File: config.mk
export PLATFORM = sky130hd
export DESIGN_NAME = instruction_fetch
export DESIGN_NICKNAME = d
export VERILOG_FILES = /design/src/rtl/instruction_fetch.sv
export SDC_FILE = /design/constraint.sdc
export NUM_CORES = 1
export LEC_CHECK = 0
export CAP_MARGIN = 5
export CORE_MARGIN = 4
export CORE_UTILIZATION = 36
export CTS_CLUSTER_SIZE = 8
export DETAILED_ROUTE_END_ITERATION = 7
export PLACE_DENSITY = 0.7
export REMOVE_ABC_BUFFERS = 1
export SLEW_MARGIN = 20
export SYNTH_ARGS = -nofsm -noshare
export SYNTH_HDL_FRONTEND = slang
export SYNTH_SLANG_ARGS = --single-unit
File: constraint.sdc
create_clock -name clock -period 2.45 [get_ports clock]
set_input_delay 0.3675 -clock clock [delete_from_list [all_inputs] [get_ports clock]]
set_output_delay 0.3675 -clock clock [all_outputs]
set_load 0.01 [all_outputs]
File: src/rtl/instruction_fetch.sv
// rtl/instruction_fetch.sv - instruction pointer, program fetch handshake, decode fields and next-IP select
module instruction_fetch #(
  parameter int                  IP_WIDTH    = 8,
  parameter logic [IP_WIDTH-1:0] RESET_IP    = '0,
  parameter int                  COUNT_WIDTH = 16
) (
  input  logic                   clock,
  input  logic                   reset_n,
  input  logic                   enable,
  output logic                   mem_req,
  output logic [IP_WIDTH-1:0]    mem_addr,
  input  logic                   mem_grant,
  input  logic                   mem_rvalid,
  input  logic [31:0]            mem_rdata,
  output logic [2:0]             command_group,
  output logic [2:0]             command,
  output logic [7:0]             arg_a,
  output logic [7:0]             arg_b,
  output logic [7:0]             arg_c,
  output logic                   instr_valid,
  input  logic                   branch_select,
  input  logic                   cond_true,
  input  logic                   stall,
  output logic [IP_WIDTH-1:0]    ip,
  output logic                   running,
  output logic [COUNT_WIDTH-1:0] retired
);

  typedef enum logic [2:0] {
    S_IDLE    = 3'd0,
    S_FETCH   = 3'd1,
    S_WAIT    = 3'd2,
    S_DECODE  = 3'd3,
    S_EXECUTE = 3'd4
  } state_t;

  state_t                 state_q, state_d;
  logic [IP_WIDTH-1:0]    ip_q, ip_d;
  logic [COUNT_WIDTH-1:0] retired_q, retired_d;
  logic [2:0]             cg_q, cg_d;
  logic [2:0]             cmd_q, cmd_d;
  logic [7:0]             arg_a_q, arg_a_d;
  logic [7:0]             arg_b_q, arg_b_d;
  logic [7:0]             arg_c_q, arg_c_d;
  logic                   mem_req_q, mem_req_d;
  logic                   instr_valid_q, instr_valid_d;
  logic                   running_q, running_d;

  logic [IP_WIDTH-1:0]    branch_target;
  logic [IP_WIDTH-1:0]    ip_incr;
  logic                   take_branch;

  // IR bits 25:24 carry no field; they are captured nowhere
  logic                   unused_ir_rsvd;
  assign unused_ir_rsvd = ^mem_rdata[25:24];

  // The target is arg_c truncated or zero-extended to the IP width
  assign branch_target = IP_WIDTH'(arg_c_q);
  assign ip_incr       = ip_q + IP_WIDTH'(1);
  assign take_branch   = branch_select & cond_true;

  // Next-state, next-IP, IR capture and registered output decode
  always_comb begin
    state_d   = state_q;
    ip_d      = ip_q;
    retired_d = retired_q;
    cg_d      = cg_q;
    cmd_d     = cmd_q;
    arg_a_d   = arg_a_q;
    arg_b_d   = arg_b_q;
    arg_c_d   = arg_c_q;

    case (state_q)
      S_IDLE: begin
        if (enable) begin
          state_d = S_FETCH;
        end
      end
      S_FETCH: begin
        if (mem_grant) begin
          state_d = S_WAIT;
        end
      end
      S_WAIT: begin
        // Wait indefinitely for the read data; a late grant is meaningless here
        if (mem_rvalid) begin
          cg_d    = mem_rdata[31:29];
          cmd_d   = mem_rdata[28:26];
          arg_a_d = mem_rdata[23:16];
          arg_b_d = mem_rdata[15:8];
          arg_c_d = mem_rdata[7:0];
          state_d = S_DECODE;
        end
      end
      S_DECODE: begin
        state_d = S_EXECUTE;
      end
      S_EXECUTE: begin
        if (!stall) begin
          ip_d = take_branch ? branch_target : ip_incr;
          if (retired_q != {COUNT_WIDTH{1'b1}}) begin
            retired_d = retired_q + COUNT_WIDTH'(1);
          end
          // enable is only honoured here, so an in-flight instruction always retires
          state_d = enable ? S_FETCH : S_IDLE;
        end
      end
      default: begin
        state_d = S_IDLE;
      end
    endcase

    // Outputs are decoded from the next state so they are registered alongside it
    mem_req_d     = (state_d == S_FETCH);
    instr_valid_d = (state_d == S_DECODE);
    running_d     = (state_d != S_IDLE);
  end

  // State and datapath registers; reset wins over any handshake in flight
  always_ff @(posedge clock) begin
    if (!reset_n) begin
      state_q       <= S_IDLE;
      ip_q          <= RESET_IP;
      retired_q     <= '0;
      cg_q          <= '0;
      cmd_q         <= '0;
      arg_a_q       <= '0;
      arg_b_q       <= '0;
      arg_c_q       <= '0;
      mem_req_q     <= 1'b0;
      instr_valid_q <= 1'b0;
      running_q     <= 1'b0;
    end else begin
      state_q       <= state_d;
      ip_q          <= ip_d;
      retired_q     <= retired_d;
      cg_q          <= cg_d;
      cmd_q         <= cmd_d;
      arg_a_q       <= arg_a_d;
      arg_b_q       <= arg_b_d;
      arg_c_q       <= arg_c_d;
      mem_req_q     <= mem_req_d;
      instr_valid_q <= instr_valid_d;
      running_q     <= running_d;
    end
  end

  assign mem_req       = mem_req_q;
  assign mem_addr      = ip_q;
  assign command_group = cg_q;
  assign command       = cmd_q;
  assign arg_a         = arg_a_q;
  assign arg_b         = arg_b_q;
  assign arg_c         = arg_c_q;
  assign instr_valid   = instr_valid_q;
  assign ip            = ip_q;
  assign running       = running_q;
  assign retired       = retired_q;

endmodule

== Word level (Yosys, flattened, before mapping) ==
Cells that the tools add are included.
Operators by class
  $lt $le $gt $ge: 0
  shift-type cells: 0
  $add $sub $neg: 2
  reduce and logical (&&, ||, !) cells: 5
  multiplexer cells: 7
  bitwise operators: 2
  $mul: 0
  eq/ne operators: 7
  div/mod/pow operators: 0
Operator list (count)
  $add A16 B1 Y16 const B: 1
  $ne A16 B16 Y1 const B: 1
  $pmux W3 S5: 1
  $mux W3: 4
  $eq A3 B2 Y1 const B: 3
  $add A8 B1 Y8 const B: 1
  $mux W8: 1
  $eq A3 B1 Y1 const B: 2
  $reduce_and A2 Y1: 2
  $eq A3 B3 Y1 const B: 1
  $logic_not A3 Y1: 1
  $reduce_and A3 Y1: 1
  $reduce_bool A3 Y1: 1
  $and A1 B1 Y1: 1
  $mux W1: 1
  $not A1 Y1: 1
Storage, ports and cells
  memories: 0
  bits in latches: 0
  word-level logic and storage cells: 34
  register bits: 60
  input bits: 40
  bits in read-only memories: 0
  memory bits (writable): 0

== Logic depth before layout (Yosys ltp) ==
Gate-level depths: netlist of the first run.
  depth in word-level cells: 4
  depth in mapped cells: 6
  depth with buffers taken out: 5

== Worst setup path before layout of the first run ==
Ideal clock, no wire load.
  path type: reg-to-reg
  from: reg retired_q[0] (netlist: retired[0])
  to: reg retired_q[2] (netlist: retired[2])
  setup time: 0.091 ns
  setup slack: 0.582 ns
  path buffers: 0
  cell stages (with the launch flop): 6
  arrival time: 1.777 ns
  clock period less this slack: 1.868 ns
  cells stage by stage: dfxtp_1 -> ha_1 -> nand3_2 -> nor4b_2 -> nor2_1 -> a311oi_1
On the way
  longest elaborated chain between the ends: 2
Ends and longest elaborated chain
  from (decl): line 39  | logic [COUNT_WIDTH-1:0] retired_q, retired_d;
  from (signal assigned): line 136  | retired_q <= retired_d;
  branches (longest 2 deep; another with $add A16 B1 Y16)
Several ways; the timed one is not identified.
A chain may end at the register's enable or synchronous reset.

== Final worst setup path of the first run ==
  from: in stall
  to: reg ip_q[0] (netlist: ip[0])
On the way
  longest elaborated chain between the ends: 2
Ends and longest elaborated chain
  from (decl): line 23  | input logic stall,
  $not A1 Y1 (no line)
  $reduce_and A2 Y1 (no line)
  to (signal assigned): line 135  | ip_q <= ip_d;
  to (decl): line 38  | logic [IP_WIDTH-1:0] ip_q, ip_d;
Every way passes these cells.

==> results of run 1 <==
==> path summary, 6_finish.rpt <==
kind,start,end,slack (ns)
setup / recovery,stall,ip[0]$_SDFFE_PN0P_,0.58
hold / removal,arg_a[6]$_SDFFE_PN0P_,arg_a[6]$_SDFFE_PN0P_,0.45
setup reg to reg,retired[0]$_SDFFE_PN0P_,retired[7]$_SDFFE_PN0P_,0.65
hold reg to reg,arg_a[6]$_SDFFE_PN0P_,arg_a[6]$_SDFFE_PN0P_,0.45
==> power by group <==
group	total [mW]	internal (mW)	switching, mW
Clock	0.905	0.522	0.383
Sequential	1.01	0.994	0.0152
Combinational	0.177	0.101	0.0758
==> flip-flops by register name, summed over array words and instances (netlist names) <==
register and flops:
state_q 3, arg_a 8, arg_c 8, arg_b 8, ip 8, mem_req 1, retired 16, running 1
command_group 3, command 3, instr_valid 1
==> worst max-delay path, delay by kind of cell <==
kind / cells / cell delay [ns]
compound gates: 1 / 0.15
buf+inv: 2 / 0.67
simple gates: 2 / 0.93
==> per-layer routing <==
| layer | up-vias | wire (µm) | GRT usage | part of all wire |
|---|---|---|---|---|
| met3 | 8 | 710 | 0.08494 | 0.10 |
| li1 | 1340 | - | - | - |
| met5 | - | 0 | 0 | 0 |
| met4 | 0 | 62 | 0.05415 | 0.0088 |
| met2 | 80 | 3340 | 0.2655 | 0.48 |
| met1 | 1208 | 2895 | 0.1874 | 0.41 |
==> cell type report <==
class / instances / area (µm²)
clock buffers: 12 / 155.1
clock inverters: 4 / 47.55
fillers: 695 / 3306
inverters: 2 / 7.507
multi-input cells: 239 / 1292
flip-flops and latches: 60 / 1201
well taps: 99 / 123.9
repair buffers: 110 / 1081
==> logic make-up after synthesis <==
logic type | after synthesis
AND/OR/NAND/NOR | 150
flip-flops | 60
multiplexers | 6
buffers and inverters | 27
AO/OA/AOI/OAI | 81
adder cells (fa/ha/maj) | 2
==> metrics by stage <==
stage,utilization,std cells,total power [mW],hold slack [ns],cell area [µm²]
floorplan,-,301,1.088,0.4761,2501
global placement,0.5137,510,1.206,0.4407,3706
detailed placement,0.5137,510,1.209,0.4465,3706
CTS,0.5418,526,2.126,0.4560,3909
global route,0.5418,526,2.184,0.4720,3909
finish,0.5418,526,2.091,0.4545,3909
==> layout by cell type (no fill, tap or decap), types with 3 or more instances in the layout <==
master	instances
buf_4	8
nor4_1	4
clkbuf_8	11
o31ai_1	6
a22oi_1	3
nand2_1	86
o21ai_0	13
and3_1	3
or3_1	5
nand2b_1	6
clkdlybuf4s50_1	102
mux2i_1	6
nor2_1	7
a21oi_1	44
a31oi_1	4
dfxtp_1	60
nand4_1	6
nor3_1	4
nand3_1	11
or4_1	5
==> flow_summary.toml, run 1 <==
[outcome]
status = "completed"

[logic_synthesis]
synth_top_area_frac = 0.4524
synth-main-ff-cell = "dfxtp_1"
yosys-top-cells-area = "dfxtp_1, nand2_1, a21oi_1, buf_4, o21ai_0"
yosysSeqAreaShare = 0.4524
async_flop_share = 0
synth.cell_area_mm2 = 0.002655
synth_compound_area_frac = 0.1767
yosys_warnings = 0
netlist-cell-type-count = 43
avgSynthCellArea_um2 = 8.144
synth_mux_area_frac = 0.02262
synth_top_family_by_area = "simple AND/OR/NAND/NOR gates"
synth_seq_cells = 60
synth_edf_count = 0
yosysTopAreaCell = "dfxtp_1"
yosys.area_share.simple = 0.2780
syn_inst = 326
ys_top_cells_by_count = "nand2_1, dfxtp_1, a21oi_1"
synth_most_common_cell = "nand2_1"
synth_fa_ha_area_frac = 0.009425
synthXorXnorAreaFrac = 0

[clocking]
cts.sinks = 60
cts_tree = "done"
cts_root_buffer = "clkbuf_8"
cts_hold_buf = 0
post_cts_buffers = 0
clk_latency_ns = 0.34
cts_buffers = 9
path_clk_slew_ns = 0.07
clockBufferDepth = 2
post_cts_resized = 0
cts.htree.levels = 3

[timing]
max_freq_ghz = 0.5352
setup_violations = 0
clock_skew_ns = 0.008945
setup_slack_ns = 0.5814
rsz0062_at_grt = "no"
tightest_slew_ns = 0.6464
slew_headroom = 0.5686
finalMaxSlewViolations = 0
tns_ns = 0
period_minus_slack_ns = 1.869
finalCritPeriodShare = 0.7627
timing.final.hold_violations = 0

[placement]
io_buffers = 102
preCtsSetupSlack_ns = 0.2256
dpl.hpwl_um = 5013
place_congestion = 0.7847

[floorplanning]
ios = 105
die_w_um = 93.88
die_area_mm2 = 0.008813
die_h_um = 93.88
num_rows = 31
initial_core_util = 0.3680
core_region_area_mm2 = 0.007214

[worst_hold_path]
holdPathStages = 2
min_path_type = "flop to flop"

[cells_and_area]
drive_above_1_share = 0.07026
num_antenna_cells = 0
nets = 464
area_growth_syn_to_layout_pct = 47.22

[flow_run]
drv_cap = 0

[power_and_ir_drop]
pwr_density_cell_mw_per_mm2 = 534.9
ir_worst_vdd_mv = 0.3658
p_leak_nw = 1.255

[grt]
grt_pass1_wl_um = 11410
grt_pass1_vias = 2498
grt_overflow_total = 0
grt_util_all_layers = 0.1646
grt_max_degree = 31
antenna_found_initial = 0

[critical_path]
cp_slowest_cell = "or4b_1"
end_kind = "flop"
cpPeakStageDelay_ns = 0.59
required_ns = 2.70
crit_type = "primary input to flop"
worstPathCellList = "clkdlybuf4s50_1 -> or4b_1 -> buf_4 -> or3_1 -> a31oi_1"
critPathMaxFanout = 7
reg2reg_depth = 6
worst-endpoint-arrival_ns = 2.12
crit_path_start_kind = "primary input"

[routing]
post_drt_wl_per_cell_um = 13.32
finalWirelength_um = 7008
ant_nets = 0
vias_per_cell = 5.011
drtPass1Iterations = 4
remaining_drc_errors = 0
vias = 2636
drtIter0Drc = 79
Note: power is estimated with default switching activity, not from simulation.
==> inputs of run 2 (changes only) <==
Clock period 2.45 ns to 1.9 ns, I/O delays scaled along.
==> run 2 against run 1 <==
Clock power up 48%. Worst setup slack worse by 0.42 ns. Register-to-register slack worse by 0.41 ns. Sequential share of layout area down 1.3 points. Clock skew up 0.00065 ns. Combinational power up 43%. Global-route usage up 0.44 points. Critical path depth down 1. Sequential power up 28%. Largest cell class unchanged. Largest power group is now clock. Highest routed layer unchanged.
==> flow_summary.toml, run 2 (synthesis results as in run 1) <==
[outcome]
status = "completed"

[flow_run]
drv_cap = 0

[critical_path]
crit_path_start_kind = "primary input"
required_ns = 2.15
worst-endpoint-arrival_ns = 1.99
crit_type = "primary input to flop"
critPathMaxFanout = 3
end_kind = "flop"
r2r_setup_slack_ns = 0.24

[cells_and_area]
nets = 479
postLayoutCellArea_mm2 = 0.004079
final_cell_mix = "clkdlybuf4s50_1, nand2_1, dfxtp_1"
drive_above_1_share = 0.1041
layout_commonest_cell = "clkdlybuf4s50_1"
largest_register_ffs = 16
area_growth_syn_to_layout_pct = 53.63
num_antenna_cells = 0

[routing]
finalWirelength_um = 7365
ant_nets = 0
remaining_drc_errors = 0
vias = 2696
post_drt_wl_per_cell_um = 13.61
vias_per_cell = 4.983
drtIter0Drc = 106
drtPass1Iterations = 4

[timing]
finalMaxSlewViolations = 0
tightest_slew_ns = 0.5044
setup_slack_ns = 0.1604
timing.final.hold_violations = 0
hold_ws_ns = 0.4558
slew_headroom = 0.6634
rsz0062_at_grt = "no"
finalCritPeriodShare = 0.9156
setup_violations = 0
max_freq_ghz = 0.5748
period_minus_slack_ns = 1.740
clock_skew_ns = 0.009593

[floorplanning]
num_rows = 31
die_h_um = 93.88
die_w_um = 93.88
core_region_area_mm2 = 0.007214
ios = 105
initial_core_util = 0.3680
die_area_mm2 = 0.008813

[clocking]
cts_root_buffer = "clkbuf_8"
cts.sinks = 60
cts.htree.levels = 3
cts_buffers = 9
post_cts_buffers = 0
clockBufferDepth = 2
post_cts_resized = 0
cts_tree = "done"
path_clk_slew_ns = 0.07
clk_latency_ns = 0.33
cts_hold_buf = 0

[placement]
place_area_mm2 = 0.003844
place_congestion = 0.8232
io_buffers = 102
preCtsSetupSlack_ns = -0.1823
dpl.hpwl_um = 5311

[grt]
antenna_found_initial = 0
grt_util_all_layers = 0.1690
grt_overflow_total = 0
grt_pass1_wl_um = 11910
grt_max_degree = 31
grt_pass1_vias = 2572

[power_and_ir_drop]
p_leak_nw = 1.344
ir_worst_vdd_mv = 0.4258
pwr_density_cell_mw_per_mm2 = 707.2

[worst_hold_path]
min_path_type = "flop to flop"
## run 2: cell count changes in the layout (fill, tap and decap cells not counted), sizes merged
cell	previous run	this run
clkinv	2	1
buf	8	23
bufinv	1	2
clkbuf	12	11
clkinvlp	1	2
## run 2: worst paths after layout
| kind | from | cells past startpoint | to |
|---|---|---|---|
| setup / recovery | stall | 4 | retired[4]$_SDFFE_PN0P_ |
| hold reg to reg | arg_a[4]$_SDFFE_PN0P_ | 2 | arg_a[4]$_SDFFE_PN0P_ |
| setup reg to reg | state_q[0]$_SDFF_PN0_ | 3 | retired[4]$_SDFFE_PN0P_ |
| hold / removal | arg_a[4]$_SDFFE_PN0P_ | 2 | arg_a[4]$_SDFFE_PN0P_ |
## run 2: layout make-up
cell class | count | area, µm²
inverters | 2 | 7.507
repair buffers | 125 | 1219
fillers | 672 | 3136
flip-flops and latches | 60 | 1201
clock inverters | 5 | 83.83
clock buffers | 11 | 151.4
well taps | 99 | 123.9
multi-input cells | 239 | 1292
## run 2: power breakdown
| part | switching (mW) | internal (mW) | total (mW) |
|---|---|---|---|
| combinational | 0.108 | 0.145 | 0.253 |
| sequential | 0.0139 | 1.28 | 1.29 |
| clock | 0.525 | 0.812 | 1.34 |
| total | 0.647 | 2.24 | 2.88 |
## run 2: per-layer routing
layer / global-route usage / share of wire
met1: 0.1993 / 0.42
met2: 0.2726 / 0.47
met4: 0.06859 / 0.011
met5: 0 / 0
met3: 0.06731 / 0.097
## run 2: stage by stage
step,cells,util,setup TNS [ns],total power [mW]
final,541,0.5654,0,2.884
after global routing,541,0.5654,0,3.008
after CTS,541,0.5654,0,2.919
after detailed placement,525,0.5328,-2.317,1.577
after global placement,525,0.5328,-1.835,1.574
after floorplan,301,-,-0.01552,1.403
## run 2: worst max-delay path, cell delays in order
cell and delay [ns]:
clkdlybuf4s50_1 0.47, or4b_1 0.55, or4_1 0.52, a21oi_1 0.17
==> inputs of run 3 (changes only) <==
Settings changed: RECOVER_POWER from default to 25.
==> run 3 against run 2 <==
Non-clock buffer count did not move. First-iteration DRC count fell by 1.9%. Fmax fell by 0.14%. Total power fell by 0.34%. Sequential share of layout area rose by 0.14 points. Die area did not move. Highest routed layer unchanged.
==> flow_summary.toml, run 3 (synthesis results as in run 1) <==
[outcome]
status = "completed"

[cells_and_area]
layout_commonest_cell = "nand2_1"
postLayoutCellArea_mm2 = 0.004060
nets = 479
drive_above_1_share = 0.1018
largest_register_ffs = 16
num_antenna_cells = 0
ff_latch_area_mm2 = 0.001201
utilization = 0.5628
fill_cells = 673
multiInputGateArea_mm2 = 0.001292
final_cell_mix = "nand2_1, clkdlybuf4s50_1, dfxtp_1"
area_growth_syn_to_layout_pct = 52.92

[timing]
timing.final.hold_violations = 0
setup_slack_ns = 0.1579
finalCritPeriodShare = 0.9169
slew_headroom = 0.6637
tightest_slew_ns = 0.5040
clock_skew_ns = 0.009522
max_freq_ghz = 0.5740
tns_ns = 0
finalMaxSlewViolations = 0
rsz0062_at_grt = "no"
period_minus_slack_ns = 1.742
setup_violations = 0

[routing]
finalWirelength_um = 7383
remaining_drc_errors = 0
drtIter0Drc = 104
post_drt_wl_per_cell_um = 13.65
vias_per_cell = 4.972
drtPass1Iterations = 4
vias = 2690
ant_nets = 0

[grt]
antenna_found_initial = 0
grt_overflow_total = 0
grt_pass1_wl_um = 11910
grt_max_degree = 31
grt_pass1_vias = 2572
grt_util_all_layers = 0.1690

[critical_path]
cp_slowest_cell = "or4b_1"
r2r_start = "state_q[0]$_SDFF_PN0_"
end_kind = "flop"
required_ns = 2.15
reg2reg_depth = 3
endpoint = "retired[4]$_SDFFE_PN0P_"
critPathMaxFanout = 3
r2r_setup_slack_ns = 0.24
crit_start = "stall"
worstPathCellList = "clkdlybuf4s50_1 -> or4b_1 -> or4_1 -> a21oi_1"
worst-endpoint-arrival_ns = 2.00
crit_path_start_kind = "primary input"
rr_endpoint = "retired[4]$_SDFFE_PN0P_"
cpPeakStageDelay_ns = 0.55
crit_type = "primary input to flop"

[flow_run]
drv_cap = 0

[floorplanning]
core_region_area_mm2 = 0.007214
die_area_mm2 = 0.008813
ios = 105
initial_core_util = 0.3680
die_w_um = 93.88
num_rows = 31
die_h_um = 93.88

[clocking]
clockBufferDepth = 2
cts.htree.levels = 3
clk_latency_ns = 0.33
cts_buffers = 9
path_clk_slew_ns = 0.07
cts_hold_buf = 0
post_cts_buffers = 0
cts_tree = "done"
cts_root_buffer = "clkbuf_8"
post_cts_resized = 0
cts.sinks = 60

[placement]
preCtsSetupSlack_ns = -0.1823
place_congestion = 0.8232
dpl.hpwl_um = 5311
place_area_mm2 = 0.003844
io_buffers = 102

[power_and_ir_drop]
p_total_mw = 2.875
pwr_density_cell_mw_per_mm2 = 708.0
ir_worst_vdd_mv = 0.4257
p_leak_nw = 1.413

[worst_hold_path]
min_path_type = "flop to flop"
run 3: changes by cell type in the layout (fill, tap and decap cells not counted), sizes merged:
cell / previous run / this run
dlygate4sd3: 0 / 23
buf: 23 / 20
clkdlybuf4s50: 102 / 79
clkbuf: 11 / 14
run 3: report_power, final:
group	switching, mW	internal (mW)
clock network	0.525	0.813
logic	0.108	0.135
registers	0.0131	1.28
total	0.646	2.23
run 3: critical path: cells and delay by family:
kind,cells,cell delay (ns)
simple gates,2,1.07
buf+inv,1,0.47
compound gates,1,0.17
run 3: final cells by class:
type,instances,share of cell area
Clock buffer,11,0.03729
Sequential cell,60,0.2958
Inverter,2,0.001849
Tap cell,99,0.03051
Timing Repair Buffer,125,0.2955
Clock inverter,5,0.02065
Multi-Input combinational cell,239,0.3183
run 3: per-layer routing:
layer  track usage  part of all wire  up-vias  routed length [µm]
li1              -                 -     1366                   -
met1        0.1993              0.42     1238                3113
met2        0.2726              0.48       82                3513
met3       0.06731             0.094        4                 694
met4       0.06859            0.0084        0                  62
met5             0                 0        -                   0
run 3: worst min-delay path by stage:
stage | endpoint | startpoint | depth (start not counted)
2_1_floorplan | running$_SDFF_PN0_ | reset_n | 2
6_report | arg_a[4]$_SDFFE_PN0P_ | arg_a[4]$_SDFFE_PN0P_ | 2
3_5_place_dp | command_group[1]$_SDFFE_PN0P_ | command_group[1]$_SDFFE_PN0P_ | 2
3_3_place_gp | arg_b[1]$_SDFFE_PN0P_ | arg_b[1]$_SDFFE_PN0P_ | 2
5_1_grt | command[2]$_SDFFE_PN0P_ | command[2]$_SDFFE_PN0P_ | 2
4_1_cts | arg_a[4]$_SDFFE_PN0P_ | arg_a[4]$_SDFFE_PN0P_ | 2
run 3: metrics by stage:
step | cells | hold slack [ns]
CTS | 541 | 0.4591
global placement | 525 | 0.4411
global route | 541 | 0.4744
floorplan | 301 | 0.3936
detailed placement | 525 | 0.4497
finish | 541 | 0.4534
